File: src/rtl/multicycle_control.sv
// Multi-cycle main control FSM: sequences one instruction over 3-5 states, sharing
// a single memory port, with a wait-timeout watchdog on every memory handshake.
module multicycle_control #(
    parameter int unsigned MAX_WAIT = 16,
    parameter int unsigned WAIT_W   = (MAX_WAIT > 0) ? $clog2(MAX_WAIT + 1) : 1,
    parameter logic [5:0]  OP_RTYPE = 6'h00,
    parameter logic [5:0]  OP_LW    = 6'h23,
    parameter logic [5:0]  OP_SW    = 6'h2B,
    parameter logic [5:0]  OP_BEQ   = 6'h04,
    parameter logic [5:0]  OP_J     = 6'h02,
    parameter logic [5:0]  OP_ADDI  = 6'h08
) (
    input  logic       clk,
    input  logic       rst,
    input  logic [5:0] opcode,
    input  logic       mem_ready,
    output logic       pc_write,
    output logic       pc_write_cond,
    output logic       i_or_d,
    output logic       mem_read,
    output logic       mem_write,
    output logic       ir_write,
    output logic       mem_to_reg,
    output logic       reg_dst,
    output logic       reg_write,
    output logic       alu_src_a,
    output logic [1:0] alu_src_b,
    output logic [1:0] alu_op,
    output logic [1:0] pc_source,
    output logic       instr_done,
    output logic       fault,
    output logic [3:0] state_o
);

    typedef enum logic [3:0] {
        S_FETCH     = 4'd0,
        S_DECODE    = 4'd1,
        S_MEM_ADDR  = 4'd2,
        S_MEM_READ  = 4'd3,
        S_MEM_WB    = 4'd4,
        S_MEM_WRITE = 4'd5,
        S_EXECUTE   = 4'd6,
        S_R_WB      = 4'd7,
        S_BRANCH    = 4'd8,
        S_JUMP      = 4'd9,
        S_ADDI_EXEC = 4'd10,
        S_ADDI_WB   = 4'd11,
        S_FAULT     = 4'd12
    } state_t;

    localparam bit              TIMEOUT_EN = (MAX_WAIT > 0);
    localparam logic [WAIT_W-1:0] WAIT_LAST = TIMEOUT_EN ? WAIT_W'(MAX_WAIT - 1) : '0;

    state_t              state_q, state_d;
    logic [WAIT_W-1:0]   wait_q, wait_d;
    logic                mem_state_s;
    logic                timeout_s;

    always_ff @(posedge clk or posedge rst) begin
        if (rst) begin
            state_q <= S_FETCH;
            wait_q  <= '0;
        end else begin
            state_q <= state_d;
            wait_q  <= wait_d;
        end
    end

    // Next state and wait counter; a late mem_ready always beats the timeout.
    always_comb begin
        mem_state_s = (state_q == S_FETCH) || (state_q == S_MEM_READ) || (state_q == S_MEM_WRITE);
        timeout_s   = TIMEOUT_EN && mem_state_s && !mem_ready && (wait_q == WAIT_LAST);
        state_d     = state_q;
        case (state_q)
            S_FETCH:     state_d = mem_ready ? S_DECODE : (timeout_s ? S_FAULT : S_FETCH);
            S_DECODE: begin
                if ((opcode == OP_LW) || (opcode == OP_SW)) state_d = S_MEM_ADDR;
                else if (opcode == OP_RTYPE)                state_d = S_EXECUTE;
                else if (opcode == OP_BEQ)                  state_d = S_BRANCH;
                else if (opcode == OP_J)                    state_d = S_JUMP;
                else if (opcode == OP_ADDI)                 state_d = S_ADDI_EXEC;
                else                                        state_d = S_FAULT;
            end
            S_MEM_ADDR: begin
                if (opcode == OP_LW)      state_d = S_MEM_READ;
                else if (opcode == OP_SW) state_d = S_MEM_WRITE;
                else                      state_d = S_FAULT;
            end
            S_MEM_READ:  state_d = mem_ready ? S_MEM_WB : (timeout_s ? S_FAULT : S_MEM_READ);
            S_MEM_WB:    state_d = S_FETCH;
            S_MEM_WRITE: state_d = mem_ready ? S_FETCH : (timeout_s ? S_FAULT : S_MEM_WRITE);
            S_EXECUTE:   state_d = S_R_WB;
            S_R_WB:      state_d = S_FETCH;
            S_BRANCH:    state_d = S_FETCH;
            S_JUMP:      state_d = S_FETCH;
            S_ADDI_EXEC: state_d = S_ADDI_WB;
            S_ADDI_WB:   state_d = S_FETCH;
            S_FAULT:     state_d = S_FAULT;
            default:     state_d = S_FAULT;
        endcase
        if (mem_state_s && !mem_ready && !timeout_s) begin
            wait_d = wait_q + WAIT_W'(1);
        end else begin
            wait_d = '0;
        end
    end

    // Output decode; everything is forced low while reset is held.
    always_comb begin
        pc_write      = 1'b0;
        pc_write_cond = 1'b0;
        i_or_d        = 1'b0;
        mem_read      = 1'b0;
        mem_write     = 1'b0;
        ir_write      = 1'b0;
        mem_to_reg    = 1'b0;
        reg_dst       = 1'b0;
        reg_write     = 1'b0;
        alu_src_a     = 1'b0;
        alu_src_b     = 2'b00;
        alu_op        = 2'b00;
        pc_source     = 2'b00;
        instr_done    = 1'b0;
        fault         = 1'b0;
        state_o       = 4'd0;
        if (!rst) begin
            state_o = state_q;
            case (state_q)
                S_FETCH: begin
                    mem_read  = 1'b1;
                    alu_src_b = 2'b01;
                    ir_write  = mem_ready;
                    pc_write  = mem_ready;
                end
                S_DECODE:    alu_src_b = 2'b11;
                S_MEM_ADDR: begin
                    alu_src_a = 1'b1;
                    alu_src_b = 2'b10;
                end
                S_MEM_READ: begin
                    mem_read = 1'b1;
                    i_or_d   = 1'b1;
                end
                S_MEM_WB: begin
                    mem_to_reg = 1'b1;
                    reg_write  = 1'b1;
                    instr_done = 1'b1;
                end
                S_MEM_WRITE: begin
                    mem_write  = 1'b1;
                    i_or_d     = 1'b1;
                    instr_done = mem_ready;
                end
                S_EXECUTE: begin
                    alu_src_a = 1'b1;
                    alu_op    = 2'b10;
                end
                S_R_WB: begin
                    reg_dst    = 1'b1;
                    reg_write  = 1'b1;
                    instr_done = 1'b1;
                end
                S_BRANCH: begin
                    alu_src_a     = 1'b1;
                    alu_op        = 2'b01;
                    pc_write_cond = 1'b1;
                    pc_source     = 2'b01;
                    instr_done    = 1'b1;
                end
                S_JUMP: begin
                    pc_write   = 1'b1;
                    pc_source  = 2'b10;
                    instr_done = 1'b1;
                end
                S_ADDI_EXEC: begin
                    alu_src_a = 1'b1;
                    alu_src_b = 2'b10;
                end
                S_ADDI_WB: begin
                    reg_write  = 1'b1;
                    instr_done = 1'b1;
                end
                S_FAULT:     fault = 1'b1;
                default:     fault = 1'b1;
            endcase
        end else begin
            state_o = 4'd0;
        end
    end

endmodule

File: config.mk
export PLATFORM = sky130hd
export DESIGN_NAME = multicycle_control
export DESIGN_NICKNAME = d
export VERILOG_FILES = /design/src/rtl/multicycle_control.sv
export SDC_FILE = /design/constraint.sdc
export NUM_CORES = 1
export LEC_CHECK = 0
export ABC_CLOCK_PERIOD_IN_PS = 1700
export CAP_MARGIN = 20
export CORE_ASPECT_RATIO = 0.9
export CORE_UTILIZATION = 40
export DETAILED_ROUTE_END_ITERATION = 8
export HOLD_SLACK_MARGIN = 0.05
export PLACE_DENSITY = 0.75
export SETUP_SLACK_MARGIN = 0.3
export SYNTH_ARGS = -nofsm -noshare
export SYNTH_HDL_FRONTEND = slang
export SYNTH_SLANG_ARGS = --single-unit
File: constraint.sdc
create_clock -name clk -period 1.7 [get_ports clk]
set_clock_uncertainty 0.15 [all_clocks]
set_input_delay 0.425 -clock clk [delete_from_list [all_inputs] [get_ports clk]]
set_output_delay 0.425 -clock clk [all_outputs]
set_load 0.02 [all_outputs]
==> results of run 1 <==
## through the flow
stage	instance area (sq um)	setup TNS [ns]	hold WS, ns	cells	worst slack (ns)
global placement	1580	-21.93	0.293	191	-1.02
detailed placement	1580	-22.74	0.313	191	-1.06
floorplan	1120	-1.21	0.0801	115	-0.232
CTS	1820	-8.39	0.113	209	-0.449
## cells by family after synthesis
| logic type | synth area share (%) |
|---|---|
| and+or+nand+nor | 37.1 |
| AOI/OAI and AO/OA | 17.4 |
| buffers and inverters | 10.4 |
| DFF | 25.3 |
| xor gates and xnor gates | 5.90 |
| adders and majority gates | 2.81 |
| muxes | 1.12 |
## timing repair
| action | CTS |
|---|---|
| endpoints found under the setup margin | 31 |
| resized for setup | 143 |
| buffers inserted | 14 |
| pin swaps | 11 |
==> out/qor.yml, run 1 <==
haltStage: "global routing (5_1_grt)"
grt_max_degree: 10
synth-seq-cells: 9
root_buffer: "clkbuf_4"
synth_commonest_cells: "nor2_1 (20), dfrtp_1 (9), buf_2 (8), nor3_1 (8)"
hpwl_um: 2240
ys.flop_type: "dfrtp_1"
cts_made_buffers: 3
clock-sinks: 9
clk_path_buf_depth: 2
endpoint_type: "primary output"
die_y_um: 46.8
synth_top_area_share_pct: 25.3
htree_levels: 1
synth-async-reset-ratio_pct: 100
yosysWarnings: 0
crit_endpoint: "reg_write"
outcome: "aborted with a tool error"
synth_area_leaders: "dfrtp_1 (25%), nor2_1 (8.4%), buf_2 (4.5%)"
synth_area_leader_cell: "dfrtp_1"
cts.hold.buffers_added: 0
start_util_pct: 44.4
yosysSeqAreaShare_pct: 25.3
yosysMostFrequentCell: "nor2_1"
die_x_um: 51.7
syn_nets: 126
ys_types: 42
synth-edff-count: 0
row_count: 15
error: "[ERROR DPL-0038] Utilization greater than 100%, impossible to legalize"
synth_area_sq_um: 891
ios: 31
synthCells: 115
syn_avg_cell_area_sq_um: 7.75
port_buffers: 30
gp_congestion: 0.874
==> run 2, diff against run 1 <==
==> config.mk (replaced) <==
export PLATFORM = sky130hd
export DESIGN_NAME = multicycle_control
export DESIGN_NICKNAME = d
export VERILOG_FILES = /design/src/rtl/multicycle_control.sv
export SDC_FILE = /design/constraint.sdc
export NUM_CORES = 1
export LEC_CHECK = 0
export ABC_CLOCK_PERIOD_IN_PS = 2200
export CAP_MARGIN = 20
export CORE_AREA = 2 2 63 65
export DETAILED_ROUTE_END_ITERATION = 8
export DIE_AREA = 0 0 65 67
export PLACE_DENSITY_LB_ADDON = 0.15
export SYNTH_ARGS = -nofsm -noshare
export SYNTH_HDL_FRONTEND = slang
export SYNTH_SLANG_ARGS = --single-unit
==> constraint.sdc (replaced) <==
create_clock -name clk -period 2.2 [get_ports clk]
set_clock_uncertainty 0.15 [all_clocks]
set_input_delay 0.55 -clock clk [delete_from_list [all_inputs] [get_ports clk]]
set_output_delay 0.55 -clock clk [all_outputs]
set_load 0.02 [all_outputs]
==> run 2 against run 1 <==
The run now ends clean; area after synthesis is the same; synthesized cell count is the same.
==> out/qor.yml, run 2 <==
synth_area_sq_um: 891  # unchanged
vias_per_cell: 4.73
synth_top_area_share_pct: 25.3  # unchanged
total_leakage_power_nw: 0.720
largestRegisters: "wait_q: 5 flops, state_q: 4 flops"
synth_top_family_by_area: "simple AND/OR/NAND/NOR gates"  # unchanged
nFillCells: 402
coreArea_sq_um: 3610
ys.flop_type: "dfrtp_1"  # unchanged
powerDensity_nw_per_um2: 971
root_buffer: "clkbuf_8"  # was clkbuf_4
syn_avg_cell_area_sq_um: 7.75  # unchanged
internal-power_w: 0.000829
dp_cells: 215  # was 191
crit-reg2reg-launch: "wait_q[0]"
nNetsFinal: 183
synthCells: 115  # unchanged
row_count: 22  # was 15
synth_xor_area_share_pct: 5.90  # unchanged
crit_required_ns: 1.50
grt_pass1_vias: 1010
synth-async-reset-ratio_pct: 100  # unchanged
regMostFlops: "wait_q"
die_x_um: 65  # was 51.7 um
clk_path_buf_depth: 2  # unchanged
clock-sinks: 9  # unchanged
htree_levels: 1  # unchanged
ant_nets: 0
antenna_found_initial: 0
cts_setup_buffers: 0  # was 14
power_switching_share_pct: 42.7
syn2layout_area_growth_pct: 67.1
wl_per_cell_um: 12.4
synth.area.mux_share_pct: 1.12  # unchanged
grt_pass1_wl_um: 4450
drtPass1Iterations: 4
fp.dieArea_sq_um: 4360
clk_pin_slew_ns: 0.04
worstHoldPathType: "input port to async pin"
setup_tns_ns: 0
gr-total-overflow: 0
cp-start-kind: "register"
synth-edff-count: 0  # unchanged
p_seq_share_pct: 17.5
pwr-share-comb_pct: 70.0
p_switching_w: 0.000618
grtUsageTotal_pct: 12.9
yosysWarnings: 0  # unchanged
gp_congestion: 0.751  # was 0.874
synth_compound_area_share_pct: 17.4  # unchanged
finalHoldViolCount: 0
yosys.area_share.simple_pct: 37.1  # unchanged
drt_wl_total_um: 2720
p_clk_share_pct: 12.5
dr.first_iter.drc_count: 49
slew_headroom_pct: 79.3
post-route-drc-count: 0
synth-seq-cells: 9  # unchanged
start_util_pct: 24.7  # was 44.4%
max_slew.worst_pin.slew_ns: 0.303
reg2regPathDepth: 6
hpwl_um: 2200  # was 2240 um
r2r_slack_ns: 0.33
cts_made_buffers: 3  # unchanged
post-route-period-util_pct: 97.2
drv_cap: 0
layout_common_cells: "buf_4 (33), nor2_1 (18), buf_2 (10), nor3_1 (8), dfrtp_1 (8)"
period_minus_slack_ns: 2.14
grt_max_degree: 14
yosysSeqAreaShare_pct: 25.3  # unchanged
outcome: "finished, final reports clean"  # was aborted with a tool error
synth_commonest_cells: "nor2_1 (20), dfrtp_1 (9), buf_2 (8), nor3_1 (8)"  # unchanged
end_kind: "primary output"
port_buffers: 30  # unchanged
synth_area_leader_cell: "dfrtp_1"  # unchanged
ios: 31  # unchanged
yosysMostFrequentCell: "nor2_1"  # unchanged
syn_nets: 126  # unchanged
ir_drop_mv: 0.264
cts.hold.buffers_added: 0  # unchanged
ys_types: 42  # unchanged
critical_path.max_fanout: 11
final_layout_size_suffix_gt1_share_pct: 44.4
clkLatencyLatePin_ns: 0.22
r2r-end: "state_q[2]"
synth_fa_ha_area_share_pct: 2.81  # unchanged
clock.fmax_mhz: 468
largest_reg_flops: 5
synth_area_leaders: "dfrtp_1 (25%), nor2_1 (8.4%), buf_2 (4.5%)"  # unchanged
worstSetupPathType: "register to primary output"
setup_viol: 0
drv_slew: 0
antenna_cells: 0
final_common_cell: "buf_4"
die_y_um: 67  # was 46.8 um
arrival_ns: 1.44
cts_tree: "yes"
rsz0062_at_grt: "yes"
final_cells: 219
vias: 1036
run 2: area by class of cell:
class	count	area (sq um)	share of cell area, %
multi-input cells	88	628	42.2
repair buffers	64	503	33.8
flip-flops and latches	9	226	15.2
well taps	48	60.1	4.03
clock buffers	4	45.0	3.03
inverters	6	26.3	1.76
run 2: per-stage QoR:
step           utilization [%]  hold WS [ns]  area (sq um)  setup slack, ns  power, W
5_1_grt                   41.3         0.257          1490          -0.0207   0.00156
4_1_cts                   40.9         0.239          1470          -0.0393   0.00142
3_3_place_gp              41.1         0.295          1480           -0.716   0.00126
3_5_place_dp              41.1         0.298          1480           -0.763   0.00127
6_report                  41.3         0.238          1490           0.0624   0.00145
2_1_floorplan                -         0.198           923          -0.0152  0.000805
run 2: power groups by stage:
stage	clock network, W	logic (W)	registers (W)
5_1_grt	0.000197	0.00110	0.000261
3_3_place_gp	0	0.00101	0.000248
4_1_cts	0.000187	0.000983	0.000249
6_report	0.000181	0.00101	0.000253
2_1_floorplan	0	0.000580	0.000225
3_5_place_dp	0	0.00102	0.000249
run 2: worst max-delay path by stage:
| stage | to | slack (ns) | cells after the start | start |
|---|---|---|---|---|
| 5_1_grt | mem_read | -0.02 | 5 | state_q[1] |
| 4_1_cts | pc_write | -0.04 | 5 | mem_ready |
| 6_report | pc_write | 0.06 | 4 | state_q[1] |
| 3_5_place_dp | pc_write | -0.76 | 6 | rst |
| 2_1_floorplan | mem_read | -0.02 | 4 | state_q[0] |
| 3_3_place_gp | pc_write | -0.72 | 6 | rst |
run 2: kinds of logic (layout without fill, tap and decap cells):
logic type,Yosys count,count (layout)
AND/OR/NAND/NOR,58,58
AO/OA/AOI/OAI,21,21
buffers and inverters,18,74
flip-flops,9,9
XOR/XNOR,6,6
adder cells (fa/ha/maj),2,2
multiplexers,1,1
run 2: worst max-delay path: stages, from the launching register on:
cell and delay (ns):
dfrtp_1 0.42, buf_6 0.19, and4b_1 0.23, or2_4 0.22, buf_4 0.15
run 2: what timing repair did:
item / in CTS / in global routing
pin swaps: 1 / 4
setup endpoints to repair: 22 / 15
resized for setup: 88 / 24
endpoints found under the hold margin: 0 / 0
run 2: metal layers:
metal | track usage (%) | share of wire [%] | vias to the layer above
li1 | - | - | 527
met1 | 15.2 | 43 | 474
met2 | 25.1 | 51 | 31
met3 | 1.86 | 4.0 | 4
met4 | 1.60 | 1.1 | 0
met5 | 0 | 0 | -
No activity file was read; power rests on OpenSTA's default activity.
==> run 3, diff against run 2 <==
--- a/config.mk
+++ b/config.mk
@@ -5,7 +5,8 @@
 export SDC_FILE = /design/constraint.sdc
 export NUM_CORES = 1
 export LEC_CHECK = 0
-export ABC_CLOCK_PERIOD_IN_PS = 2200
+export ABC_AREA = 1
+export ABC_CLOCK_PERIOD_IN_PS = 2700
 export CAP_MARGIN = 20
 export CORE_AREA = 2 2 63 65
 export DETAILED_ROUTE_END_ITERATION = 8
==> constraint.sdc (replaced) <==
create_clock -name clk -period 2.7 [get_ports clk]
set_clock_uncertainty 0.15 [all_clocks]
set_input_delay 0.675 -clock clk [delete_from_list [all_inputs] [get_ports clk]]
set_output_delay 0.675 -clock clk [all_outputs]
set_load 0.02 [all_outputs]
==> run 3 against run 2 <==
Register-to-register slack improved by 0.73 ns; global-route usage fell by 1.5 points; non-clock buffer count fell by 29; worst hold slack improved by 0.080 ns; utilization fell by 7.1 points; critical path depth did not move; setup slack improved by 0.024 ns; count of clock-buffer cells in the layout did not move; highest routed layer unchanged.
==> out/qor.yml, run 3 <==
port_buffers: 30  # unchanged
yosysWarnings: 0  # unchanged
coreArea_sq_um: 3610  # unchanged
worstSetupPathType: "input port to primary output"  # was register to primary output
setup_tns_ns: 0  # unchanged
cp_num_cells: 4  # unchanged
finalHoldViolCount: 0  # unchanged
outcome: "finished, final reports clean"  # unchanged
clk_path_buf_depth: 2  # unchanged
arrival_ns: 1.79  # was 1.44 ns
syn_avg_cell_area_sq_um: 6.04  # was 7.75 sq um
r2r_slack_ns: 1.06  # was 0.33 ns
gr-total-overflow: 0  # unchanged
grt_pass1_vias: 926  # was 1010
row_count: 22  # unchanged
synth_area_sq_um: 846  # was 891 sq um
drt_wl_total_um: 2250  # was 2720 um
layout_common_cells: "nor2_1 (36), nand2_1 (27), dlygate4sd2_1 (19), inv_1 (17), nand3_1 (11)"  # was buf_4 (33), nor2_1 (18), buf_2 (10), nor3_1 (8), dfrtp_1 (8)
critical_path.max_fanout: 9  # was 11
start_util_pct: 23.5  # was 24.7%
ant_nets: 0  # unchanged
syn2layout_area_growth_pct: 45.7  # was 67.1%
end_kind: "primary output"  # unchanged
cts_tree: "yes"  # unchanged
wl_per_cell_um: 10.1  # was 12.4 um
utilization_pct: 34.2  # was 41.3%
synth_area_leader_cell: "dfrtp_1"  # unchanged
clock-sinks: 9  # unchanged
powerDensity_nw_per_um2: 266  # was 971 nW/um^2
cp_num_buf_inv: 3  # was 2
nNetsFinal: 187  # was 183
reg2regPathDepth: 8  # was 6
crit_path_start: "rst"  # was state_q[1]
ys_types: 26  # was 42
post-route-drc-count: 0  # unchanged
largestRegisters: "wait_q: 5 flops, state_q: 4 flops"  # unchanged
syn_nets: 151  # was 126
post-route-period-util_pct: 96.8
final_cells: 223  # was 219
drv_slew: 0  # unchanged
period_minus_slack_ns: 2.61
vias_per_cell: 4.22  # was 4.73
cp-endpoint: "alu_src_b[0]"  # was pc_write
yosysMostFrequentCell: "nor2_1"  # unchanged
drtPass1Iterations: 4  # unchanged
antenna_cells: 0  # unchanged
dp_slack_ns: -0.261  # was -0.763 ns
whs_path_depth: 1
synthCells: 140  # was 115
ys.flop_type: "dfrtp_1"  # unchanged
min_from: "wait_q[0]"
grtUsageTotal_pct: 11.4  # was 12.9%
synth-edff-count: 0  # unchanged
crit-reg2reg-launch: "wait_q[0]"  # unchanged
htree_levels: 1  # unchanged
cts_setup_buffers: 0  # unchanged
ir_drop_mv: 0.195  # was 0.264 mV
hpwl_um: 1920  # was 2200 um
fp.dieArea_sq_um: 4360  # unchanged
synth_area_leaders: "dfrtp_1 (27%), nor2_1 (16%), nand2_1 (12%)"  # was dfrtp_1 (25%), nor2_1 (8.4%), buf_2 (4.5%)
yosysSeqAreaShare_pct: 26.6  # was 25.3%
gp_congestion: 0.809  # was 0.751
dr.first_iter.drc_count: 30  # was 49
cpLargestDelayFamily: "buffers and inverters"  # was simple AND/OR/NAND/NOR gates
setup_ws_ns: 0.0860  # was 0.0624 ns
synth-seq-cells: 9  # unchanged
crit_required_ns: 1.88  # was 1.50 ns
drv_cap: 0  # unchanged
largest_reg_flops: 5  # unchanged
synth-async-reset-ratio_pct: 100  # unchanged
antenna_found_initial: 0  # unchanged
final_layout_size_suffix_gt1_share_pct: 14.9  # was 44.4%
clkLatencyLatePin_ns: 0.23  # was 0.22 ns
regMostFlops: "wait_q"  # unchanged
total_leakage_power_nw: 0.657  # was 0.720 nW
grt_max_degree: 12  # was 14
die_y_um: 67  # unchanged
finalPower_w: 0.000327  # was 0.00145 W
setup_viol: 0  # unchanged
synth_commonest_cells: "nor2_1 (36), nand2_1 (27), inv_1 (17)"  # was nor2_1 (20), dfrtp_1 (9), buf_2 (8), nor3_1 (8)
root_buffer: "clkbuf_8"  # unchanged
cts_made_buffers: 3  # unchanged
clock.fmax_mhz: 383
path_cells: "clkdlybuf4s50_1, buf_4, nor3_1, dlygate4sd2_1"  # was buf_6, and4b_1, or2_4, buf_4
slew_headroom_pct: 83.9  # was 79.3%
synth_top_area_share_pct: 26.6  # was 25.3%
r2r-end: "state_q[0]"  # was state_q[2]
crit_slowest_cell: "clkdlybuf4s50_1"  # was dfrtp_1
die_x_um: 65  # unchanged
cp-start-kind: "input port"  # was register
dp_cells: 219  # was 215
max_slew.worst_pin.slew_ns: 0.242  # was 0.303 ns
clk_pin_slew_ns: 0.04  # about the same
vias: 940  # was 1036
final_common_cell: "nor2_1"  # was buf_4
grt_pass1_wl_um: 3910  # was 4450 um
worstHoldPathType: "register to register"  # was input port to async pin
ios: 31  # unchanged
rsz0062_at_grt: "yes"  # unchanged
critPathMaxStageDelay_ns: 0.42  # about the same
cts.hold.buffers_added: 0  # unchanged
[run 3: changes by cell type in the layout (fill, tap and decap cells not counted), moves of 4 or more]
cell           previous run  this run
buf_6                     7         0
nand2_2                   0         4
nand3_1                   3        11
buf_2                    10         0
inv_2                     0         4
inv_1                     5        17
dlygate4sd2_1             3        19
o21ai_0                   6         2
buf_4                    33         5
nor3_1                    8         2
nor2_1                   18        36
nand2_1                   3        27
[run 3: through the flow]
step	hold slack [ns]	instance area, sq um
after detailed placement	0.305	1220
after floorplan	0.281	846
after CTS	0.317	1240
after global routing	0.340	1230
after global placement	0.298	1220
final	0.318	1230
[run 3: layout make-up]
type	instances	area (sq um)
repair buffers	35	304
well taps	48	60.1
inverters	21	78.8
flip-flops and latches	9	225
multi-input cells	106	519
fillers	411	2370
clock buffers	4	45.0
[run 3: routing by layer]
| metal | track usage, % | wire [um] | vias to the layer above | share of wire [%] |
|---|---|---|---|---|
| met5 | 0 | 0 | - | 0 |
| met4 | 3.19 | 16 | 0 | 0.71 |
| met3 | 2.36 | 137 | 2 | 6.1 |
| met2 | 20.0 | 1050 | 28 | 47 |
| met1 | 14.0 | 1040 | 408 | 46 |
| li1 | - | - | 502 | - |
[run 3: power breakdown]
part | internal, W | total [W] | switching, W
Sequential | 0.000135 | 0.000135 | 0
Clock | 0.000102 | 0.000150 | 0.0000477
Combinational | 0.0000198 | 0.0000418 | 0.0000221
[run 3: cells by family (layout without fill, tap and decap cells)]
| logic type | after synthesis | after routing | share of synthesized area (%) |
|---|---|---|---|
| simple gates | 90 | 90 | 48.4 |
| buf+inv | 25 | 60 | 12.0 |
| compound gates | 12 | 12 | 7.99 |
| flops | 9 | 9 | 26.6 |
| fa+ha+maj | 2 | 2 | 2.96 |
| xor+xnor | 2 | 2 | 2.07 |
[run 3: worst min path at each step]
stage,endpoint
2_1_floorplan,wait_q[0]
3_3_place_gp,wait_q[0]
3_5_place_dp,wait_q[0]
4_1_cts,wait_q[0]
5_1_grt,wait_q[0]
6_report,wait_q[0]
[run 3: worst reg2reg max path, cell delays in order, from the launching register on]
cell and delay [ns]:
dfrtp_1 0.39, ha_1 0.23, and3_1 0.19, ha_1 0.21, inv_1 0.10, nand3_1 0.09, o21ai_1 0.11, nor3_2 0.05
nand2_1 0.05
[run 3: repair_timing]
action                                  CTS  global route
gates resized for setup                  22             6
endpoints found under the hold margin     0             0
endpoints found under the setup margin   22             3
==> run 4, diff against run 3 <==
--- a/config.mk
+++ b/config.mk
@@ -6,7 +6,7 @@
 export NUM_CORES = 1
 export LEC_CHECK = 0
 export ABC_AREA = 1
-export ABC_CLOCK_PERIOD_IN_PS = 2700
+export ABC_CLOCK_PERIOD_IN_PS = 2200
 export CAP_MARGIN = 20
 export CORE_AREA = 2 2 63 65
 export DETAILED_ROUTE_END_ITERATION = 8
==> constraint.sdc (replaced) <==
create_clock -name clk -period 2.2 [get_ports clk]
set_clock_uncertainty 0.15 [all_clocks]
set_input_delay 0.55 -clock clk [delete_from_list [all_inputs] [get_ports clk]]
set_output_delay 0.55 -clock clk [all_outputs]
set_load 0.02 [all_outputs]
==> run 4 against run 3 <==
Clock power is 23% higher; setup slack worse by 0.0066 ns; via count up 9.3%; highest routed layer unchanged.
==> out/qor.yml, run 4 (synthesis gave the netlist of run 3 again) <==
nNetsFinal: 210  # was 187
min_from: "wait_q[0]"  # unchanged
clock.fmax_mhz: 472
setup_viol: 0  # unchanged
coreArea_sq_um: 3610  # unchanged
largestRegisters: "wait_q: 5 flops, state_q: 4 flops"  # unchanged
grt_max_degree: 10  # was 12
max_slew.worst_pin.slew_ns: 0.232  # was 0.242 ns
dr.first_iter.drc_count: 29  # was 30
finalPower_w: 0.000404  # was 0.000327 W
clk_pin_slew_ns: 0.04  # about the same
root_buffer: "clkbuf_8"  # unchanged
internal-power_w: 0.000317  # was 0.000258 W
grtUsageTotal_pct: 11.9  # was 11.4%
cts_made_buffers: 3  # unchanged
critical_path.max_fanout: 4  # was 9
grt_pass1_vias: 945  # was 926
ir_drop_mv: 0.185  # was 0.195 mV
port_buffers: 30  # unchanged
worstSetupPathType: "register to primary output"  # was input port to primary output
grt_pass1_wl_um: 4110  # was 3910 um
rsz0062_at_grt: "no"  # was yes
crit_required_ns: 1.50  # was 1.88 ns
drt_wl_total_um: 2450  # was 2250 um
clkLatencyLatePin_ns: 0.22  # was 0.23 ns
slew_headroom_pct: 84.5  # was 83.9%
clock-sinks: 9  # unchanged
antenna_found_initial: 0  # unchanged
period_minus_slack_ns: 2.12
post-route-drc-count: 0  # unchanged
layout_common_cells: "nor2_1 (30), buf_4 (28), nand2_1 (26), inv_1 (17), nand3_1 (11)"  # was nor2_1 (36), nand2_1 (27), dlygate4sd2_1 (19), inv_1 (17), nand3_1 (11)
outcome: "finished, final reports clean"  # unchanged
syn2layout_area_growth_pct: 66.9  # was 45.7%
start_util_pct: 23.5  # unchanged
p_clk_share_pct: 45.9  # was 45.8%
crit_path_start: "state_q[0]"  # was rst
antenna_cells: 0  # unchanged
finalHoldViolCount: 0  # unchanged
drtPass1Iterations: 3  # was 4
p_seq_share_pct: 41.1  # was 41.4%
end_kind: "primary output"  # unchanged
clk_path_buf_depth: 2  # unchanged
ios: 31  # unchanged
crit-reg2reg-launch: "wait_q[0]"  # unchanged
worstHoldPathType: "register to register"  # unchanged
total_leakage_power_nw: 0.735  # was 0.657 nW
vias: 1027  # was 940
die_x_um: 65  # unchanged
cts_tree: "yes"  # unchanged
ant_nets: 0  # unchanged
die_y_um: 67  # unchanged
final_common_cell: "nor2_1"  # unchanged
hpwl_um: 2030  # was 1920 um
post-route-period-util_pct: 96.4
cts.hold.buffers_added: 0  # unchanged
regMostFlops: "wait_q"  # unchanged
htree_levels: 1  # unchanged
cp-start-kind: "register"  # was input port
row_count: 22  # unchanged
largest_reg_flops: 5  # unchanged
wl_per_cell_um: 9.94  # was 10.1 um
power_switching_share_pct: 21.7  # was 21.3%
vias_per_cell: 4.17  # was 4.22
fp.dieArea_sq_um: 4360  # unchanged
drv_slew: 0  # unchanged
pwr-share-comb_pct: 13.1  # was 12.8%
setup_tns_ns: 0  # unchanged
p_switching_w: 0.0000876  # was 0.0000698 W
gr-total-overflow: 0  # unchanged
gp_congestion: 0.765  # was 0.809
whs_ns: 0.302  # was 0.318 ns
final_layout_size_suffix_gt1_share_pct: 36.9  # was 14.9%
arrival_ns: 1.42  # was 1.79 ns
powerDensity_nw_per_um2: 287  # was 266 nW/um^2
drv_cap: 0  # unchanged
## run 4: cell count changes in the layout (fill, tap and decap cells not counted), sizes merged
cell | before | now
buf | 5 | 39
clkdlybuf4s15 | 1 | 5
clkdlybuf4s50 | 8 | 6
dlygate4sd2 | 19 | 5
dlymetal6s2s | 0 | 1
## run 4: layout make-up
class	instances	area [sq um]
fill	412	2190
timing repair buffer	58	450
inverter	21	78.8
sequential	9	230
clock buffer	4	45.0
tap	48	60.1
multi-input combinational	106	547
## run 4: worst paths after layout
check                                   to  slack [ns]  cells past startpoint
worst max-delay path             alu_src_a        0.08                      6
worst min register to register   wait_q[0]        0.30                      1
min in group asynchronous        wait_q[0]        0.51                      4
worst min-delay path             wait_q[0]        0.30                      1
max in group asynchronous       state_q[1]        1.25                      4
worst max register to register  state_q[0]        0.57                      8
## run 4: power groups by stage
| stage | Sequential, W | Clock (W) | Combinational [W] |
|---|---|---|---|
| final | 0.000166 | 0.000185 | 0.0000529 |
| after global routing | 0.000166 | 0.000203 | 0.0000593 |
| after CTS | 0.000166 | 0.000193 | 0.0000537 |
| after detailed placement | 0.000169 | 0 | 0.0000542 |
| after global placement | 0.000169 | 0 | 0.0000530 |
| after floorplan | 0.000169 | 0 | 0.0000224 |
## run 4: metrics by stage
| stage | instance area [sq um] | instances | util, % | worst slack, ns |
|---|---|---|---|---|
| 6_report | 1410 | 246 | 39.1 | 0.0795 |
| 5_1_grt | 1410 | 246 | 39.1 | 0.00251 |
| 4_1_cts | 1390 | 245 | 38.5 | 0.000481 |
| 3_5_place_dp | 1380 | 240 | 38.2 | -0.516 |
| 3_3_place_gp | 1380 | 240 | 38.2 | -0.490 |
| 2_1_floorplan | 846 | 140 | - | 0.161 |
## run 4: worst max-delay path, stage by stage (launching register included)
cell and delay [ns]:
dfrtp_2 0.44, inv_1 0.11, nand2_1 0.08, nor2_2 0.15, inv_2 0.05, a31oi_1 0.17
buf_2 0.19
## run 4: layer usage
| layer | up-vias | global-route usage [%] | wire length [um] |
|---|---|---|---|
| met2 | 20 | 20.9 | 1130 |
| met3 | 2 | 2.70 | 126 |
| met1 | 457 | 15.2 | 1180 |
| met5 | - | 0 | 0 |
| li1 | 548 | - | - |
| met4 | 0 | 1.60 | 7 |
## run 4: timing repair
action | CTS | global route
gates resized for setup | 67 | 20
endpoints found under the setup margin | 22 | 13
endpoints found under the hold margin | 0 | 0
gates cloned | 1 | 0
setup buffers | 0 | 1
pin swaps | 0 | 1
